## src/rtl/register_dump_reader.sv

```systemverilog
// Walks a register range through the register file's debug port and streams each
// value as a 5-byte record {3'b100, idx}, data[31:24] .. data[7:0] on a valid/ready byte link.
module register_dump_reader (
    input  logic        clock,
    input  logic        reset,
    input  logic        start,
    input  logic [4:0]  first_reg,
    input  logic [4:0]  last_reg,
    output logic [4:0]  read_address_debug,
    output logic        clock_debug,
    input  logic [31:0] data_in_debug,
    output logic [7:0]  tx_data,
    output logic        tx_valid,
    input  logic        tx_ready,
    output logic        busy,
    output logic        done
);

    localparam logic [2:0] IDLE   = 3'd0;
    localparam logic [2:0] ADDR   = 3'd1;
    localparam logic [2:0] STROBE = 3'd2;
    localparam logic [2:0] SETTLE = 3'd3;
    localparam logic [2:0] SEND   = 3'd4;

    logic [2:0]  state;
    logic [4:0]  idx;
    logic [4:0]  last_idx;
    logic [2:0]  byte_count;
    logic [31:0] shift_reg;
    logic        accept;
    logic        record_end;
    logic        range_end;

    assign accept     = tx_valid & tx_ready;
    assign record_end = (byte_count == 3'd4);
    assign range_end  = (idx == last_idx);

    // The capture step is the SETTLE exit edge: data is taken and the header is
    // presented in the same edge, which keeps the per-register overhead at 3 cycles.
    always_ff @(posedge clock) begin
        if (!reset) begin
            state              <= IDLE;
            idx                <= 5'd0;
            last_idx           <= 5'd0;
            byte_count         <= 3'd0;
            shift_reg          <= 32'd0;
            read_address_debug <= 5'd0;
            clock_debug        <= 1'b0;
            tx_data            <= 8'd0;
            tx_valid           <= 1'b0;
            busy               <= 1'b0;
            done               <= 1'b0;
        end else begin
            done <= 1'b0;
            case (state)
                IDLE: begin
                    if (start) begin
                        idx                <= first_reg;
                        last_idx           <= last_reg;
                        read_address_debug <= first_reg;
                        busy               <= 1'b1;
                        state              <= ADDR;
                    end
                end
                ADDR: begin
                    clock_debug <= 1'b1;
                    state       <= STROBE;
                end
                STROBE: begin
                    clock_debug <= 1'b0;
                    state       <= SETTLE;
                end
                SETTLE: begin
                    shift_reg  <= data_in_debug;
                    tx_data    <= {3'b100, idx};
                    tx_valid   <= 1'b1;
                    byte_count <= 3'd0;
                    state      <= SEND;
                end
                SEND: begin
                    if (accept) begin
                        if (record_end) begin
                            tx_valid   <= 1'b0;
                            byte_count <= 3'd0;
                            if (range_end) begin
                                busy  <= 1'b0;
                                done  <= 1'b1;
                                state <= IDLE;
                            end else begin
                                idx                <= idx + 5'd1;
                                read_address_debug <= idx + 5'd1;
                                state              <= ADDR;
                            end
                        end else begin
                            // Data bytes leave MSB first out of the top of the shifter.
                            tx_data    <= shift_reg[31:24];
                            shift_reg  <= {shift_reg[23:0], 8'h00};
                            byte_count <= byte_count + 3'd1;
                        end
                    end
                end
                default: begin
                    state <= IDLE;
                end
            endcase
        end
    end

endmodule

```

## config.mk

```make
export PLATFORM = sky130hd
export DESIGN_NAME = register_dump_reader
export DESIGN_NICKNAME = d
export VERILOG_FILES = /design/src/rtl/register_dump_reader.sv
export SDC_FILE = /design/constraint.sdc
export NUM_CORES = 1
export LEC_CHECK = 0
export ABC_CLOCK_PERIOD_IN_PS = 2100
export CORE_UTILIZATION = 50
export DETAILED_ROUTE_END_ITERATION = 10
export PLACE_DENSITY = 0.79
export SLEW_MARGIN = 30
export SYNTH_ARGS = -nofsm -noshare
export SYNTH_HDL_FRONTEND = slang
export SYNTH_SLANG_ARGS = --single-unit
```

## constraint.sdc

```tcl
create_clock -name clock -period 2.1 [get_ports clock]
set_input_delay 0.315 -clock clock [delete_from_list [all_inputs] [get_ports clock]]
set_output_delay 0.315 -clock clock [all_outputs]
set_load 0.02 [all_outputs]
```

==> out/summary.txt <==
====================================================================================
Result of the run                                                          completed
R2r startpoint                                                              state[1]
Site row count                                                                    27
Number of buffers inserted for hold repair after clock tree synthesis              0
Count of inserted antenna diode cells                                              0
Clock period minus final worst setup slack                                   1920 ps
Setup crit start kind                                                           flop
Via-to-Cell Ratio                                                               5.44
Number of global-route vias before repair                                       2459
Routed Antenna Nets                                                                0
Violation count after the first detailed-routing iteration                       120
Global placer's final weighted congestion                                      0.766
CP required                                                                  2320 ps
Post-Route Setup TNS                                                            0 ps
# fillers                                                                        469
Count of final hold-check violations                                               0
Wire length the detailed router placed on met1                               2980 um
Most common flop cell mapped by yosys                                   sky130_fd_sc_hd__dfxtp_1
Max Clock Skew                                                               7.97 ps
Maximum number of buffers from clock root to sink                                  2
Placed instance area                                                        3500 um2
Die Wd                                                                       77.4 um
Area added between synthesis and finish                                        29.7%
Maximum number of pins on one net before global-route repair                      60
Die area                                                                    5990 um2
Type of the tightest min-delay check                                    primary input to flop
FF-to-FF End                                                            shift_reg[23]
Count of cell types in the netlist                                                44
Largest cells by area after synthesis                                   sky130_fd_sc_hd__dfxtp_1 (42%), sky130_fd_sc_hd__nand2_1 (11%), sky130_fd_sc_hd__o211a_1 (10%), sky130_fd_sc_hd__nand3_1 (6.5%), sky130_fd_sc_hd__nor2b_1 (3.7%)
Final Core Density                                                             66.9%
Startpoint of the most critical hold path                                      reset
Unrepaired setup endpoints after global routing                                   no
Number of antenna violations at the first check in global routing                  0
Proportion of synthesized flip-flops having asynchronous set or reset             0%
Slew at the pin closest to its max-slew limit                                 733 ps
Path depth of the worst reg2reg path                                               6
Wire length of the first global-routing pass                                11000 um
Insertion delay to the later sink of the worst-skew pair                      330 ps
TritonCTS clock tree                                                             yes
Max Freq                                                                     521 MHz
Share of the yosys chip area belonging to registers                            42.3%
CTS root buf                                                            sky130_fd_sc_hd__clkbuf_8
Die height                                                                   77.4 um
Cell type with the highest aggregate area in the netlist                sky130_fd_sc_hd__dfxtp_1
Worst Hold Endpoint                                                     shift_reg[13]
Initial core utilization                                                       51.6%
Reg-to-reg slack, setup                                                       180 ps
Area of combinational cells with multiple inputs                            1490 um2
Remaining DRCs                                                                     0
Cell area after technology mapping                                          2840 um2
Total vias in the final route                                                   2539
Uppermost signal routing layer after detailed routing                           met4
Routed WL                                                                    6330 um
Count of TritonRoute iterations in the first routing pass                          4
Highest ir drop seen on vdd                                                 0.631 mV
Count of flip-flops with a built-in enable after synthesis                         0
Post-route cell area                                                        3680 um2
Core box area                                                               5510 um2
Max-slew violation count                                                           0
Proportion of layout cells with a drive suffix above 1                         8.10%
Most frequent cells after synthesis                                     sky130_fd_sc_hd__nand2_1 (80), sky130_fd_sc_hd__dfxtp_1 (60), sky130_fd_sc_hd__nand3_1 (37)
Count of yosys warnings during synthesis                                           0
Post-Route Hold Slack                                                         474 ps
Number of gates given a new drive strength after cts                               0
Slowest stage delay, CP                                                       550 ps
Number of endpoints failing setup at the final stage                               0
Drt wl/cell                                                                  13.5 um
Net count of the mapped netlist                                                  382
Cell depth of the worst min-delay path                                             2
Sum of met2 wire segment lengths after detailed routing                      2940 um
Flops & latches, synth                                                            60
Count of maximum capacitance violations                                            0
Flip-flop count of the largest register, all copies and words added               32
Worst-path cell chain                                                   or3b_1 > a21oi_4 > o21a_2 > buf_12 > nand3_1 > o211a_1
Number of port buffers                                                            62
Count of pins on the block boundary                                               63
Number of instances in the synthesized netlist                                   333
Combined flip-flop and latch cell area                                      1200 um2
Syn avg cell area                                                           8.53 um2
Final critical-path share of the clock period                                  91.4%
CP max-delay cell                                                       sky130_fd_sc_hd__or3b_1
Leakage power summed over all cells                                          1.68 nW
GR Util All Layers                                                             23.2%
Headroom to the max-slew limit                                                 50.8%
Met3 WL                                                                       306 um
H-Tree Level Count                                                                 3
Fraction of post-synthesis cell area in the top cell type by area              42.3%
Critical path class                                                     flop to flop
Endpoint class of the critical path                                             flop
Setup bufs post-CTS                                                                0
DPL Wire Length                                                              4410 um
Worst-path clk slew                                                            60 ps
Data arrival, critical path                                                  2140 ps
Most frequent cell after synthesis                                      sky130_fd_sc_hd__nand2_1
Pwr Density                                                              1270 nW/um2
Crit-path max FO                                                                  59
Grt total ovfl                                                                     0
Num Clock Sinks                                                                   60
Final nets                                                                       439
Inserted Clock Buffers                                                             9
====================================================================================
[worst max-delay path: cells and delay by family, from the launching register on]
kind / cells / cell delay [ps]
buffers and inverters: 1 / 230
AO/OA/AOI/OAI: 3 / 530
flip-flops: 1 / 370
AND/OR/NAND/NOR: 2 / 660
[cell families after synthesis]
family                   synth area share, %
flip-flops                              42.3
multiplexers                            2.11
adder cells (fa/ha/maj)                 1.32
buffers and inverters                   5.59
AO/OA/AOI/OAI                           20.8
XOR/XNOR                                1.85
AND/OR/NAND/NOR                         26.0
[how the worst max path moves through the flow]
stage / from / end / slack (ps) / cells after the start
after floorplan: byte_count[0] / idx[2] / 400 / 7
after global placement: tx_ready / idx[2] / 130 / 6
after detailed placement: tx_ready / idx[2] / 110 / 6
after CTS: state[1] / shift_reg[23] / 180 / 6
after global routing: byte_count[0] / idx[2] / 20 / 7
final: state[1] / shift_reg[23] / 180 / 6
[report_power, final]
group / switching, mW / total (mW) / internal (mW)
Clock: 0.415 / 0.940 / 0.525
Sequential: 0.258 / 1.78 / 1.52
Combinational: 1.04 / 1.95 / 0.908
[cells in the final DEF (no fill, tap or decap), types with 4 or more instances in the layout]
cell type	n
sky130_fd_sc_hd__buf_4	8
sky130_fd_sc_hd__xnor2_1	6
sky130_fd_sc_hd__nand2_1	80
sky130_fd_sc_hd__nand3_1	37
sky130_fd_sc_hd__a22oi_1	10
sky130_fd_sc_hd__o211a_1	29
sky130_fd_sc_hd__mux2i_1	6
sky130_fd_sc_hd__clkdlybuf4s50_1	61
sky130_fd_sc_hd__nor2_1	7
sky130_fd_sc_hd__dfxtp_1	60
sky130_fd_sc_hd__a21oi_1	4
sky130_fd_sc_hd__nor2b_1	17
sky130_fd_sc_hd__o21ai_0	9
sky130_fd_sc_hd__clkbuf_8	12
[metal layers]
layer,GRT usage [%],up-vias
met5,0,-
met4,9.43,0
met3,5.76,9
met2,35.9,75
met1,30.7,1177
li1,-,1278
[per-stage QoR]
step / total power [mW] / worst slack [ps] / instances
2_1_floorplan: 3.20 / 398 / 333
3_3_place_gp: 3.70 / 125 / 451
3_5_place_dp: 3.75 / 113 / 451
4_1_cts: 4.70 / 181 / 467
5_1_grt: 5.03 / 19.5 / 467
6_report: 4.67 / 180 / 467
[layout make-up]
class | instances | area share, %
sequential | 60 | 32.6
clock inverter | 1 | 0.136
timing repair buffer | 72 | 19.4
tap | 72 | 2.44
clock buffer | 15 | 4.79
multi-input combinational | 244 | 40.3
inverter | 3 | 0.306
(Power assumes the default switching activity.)
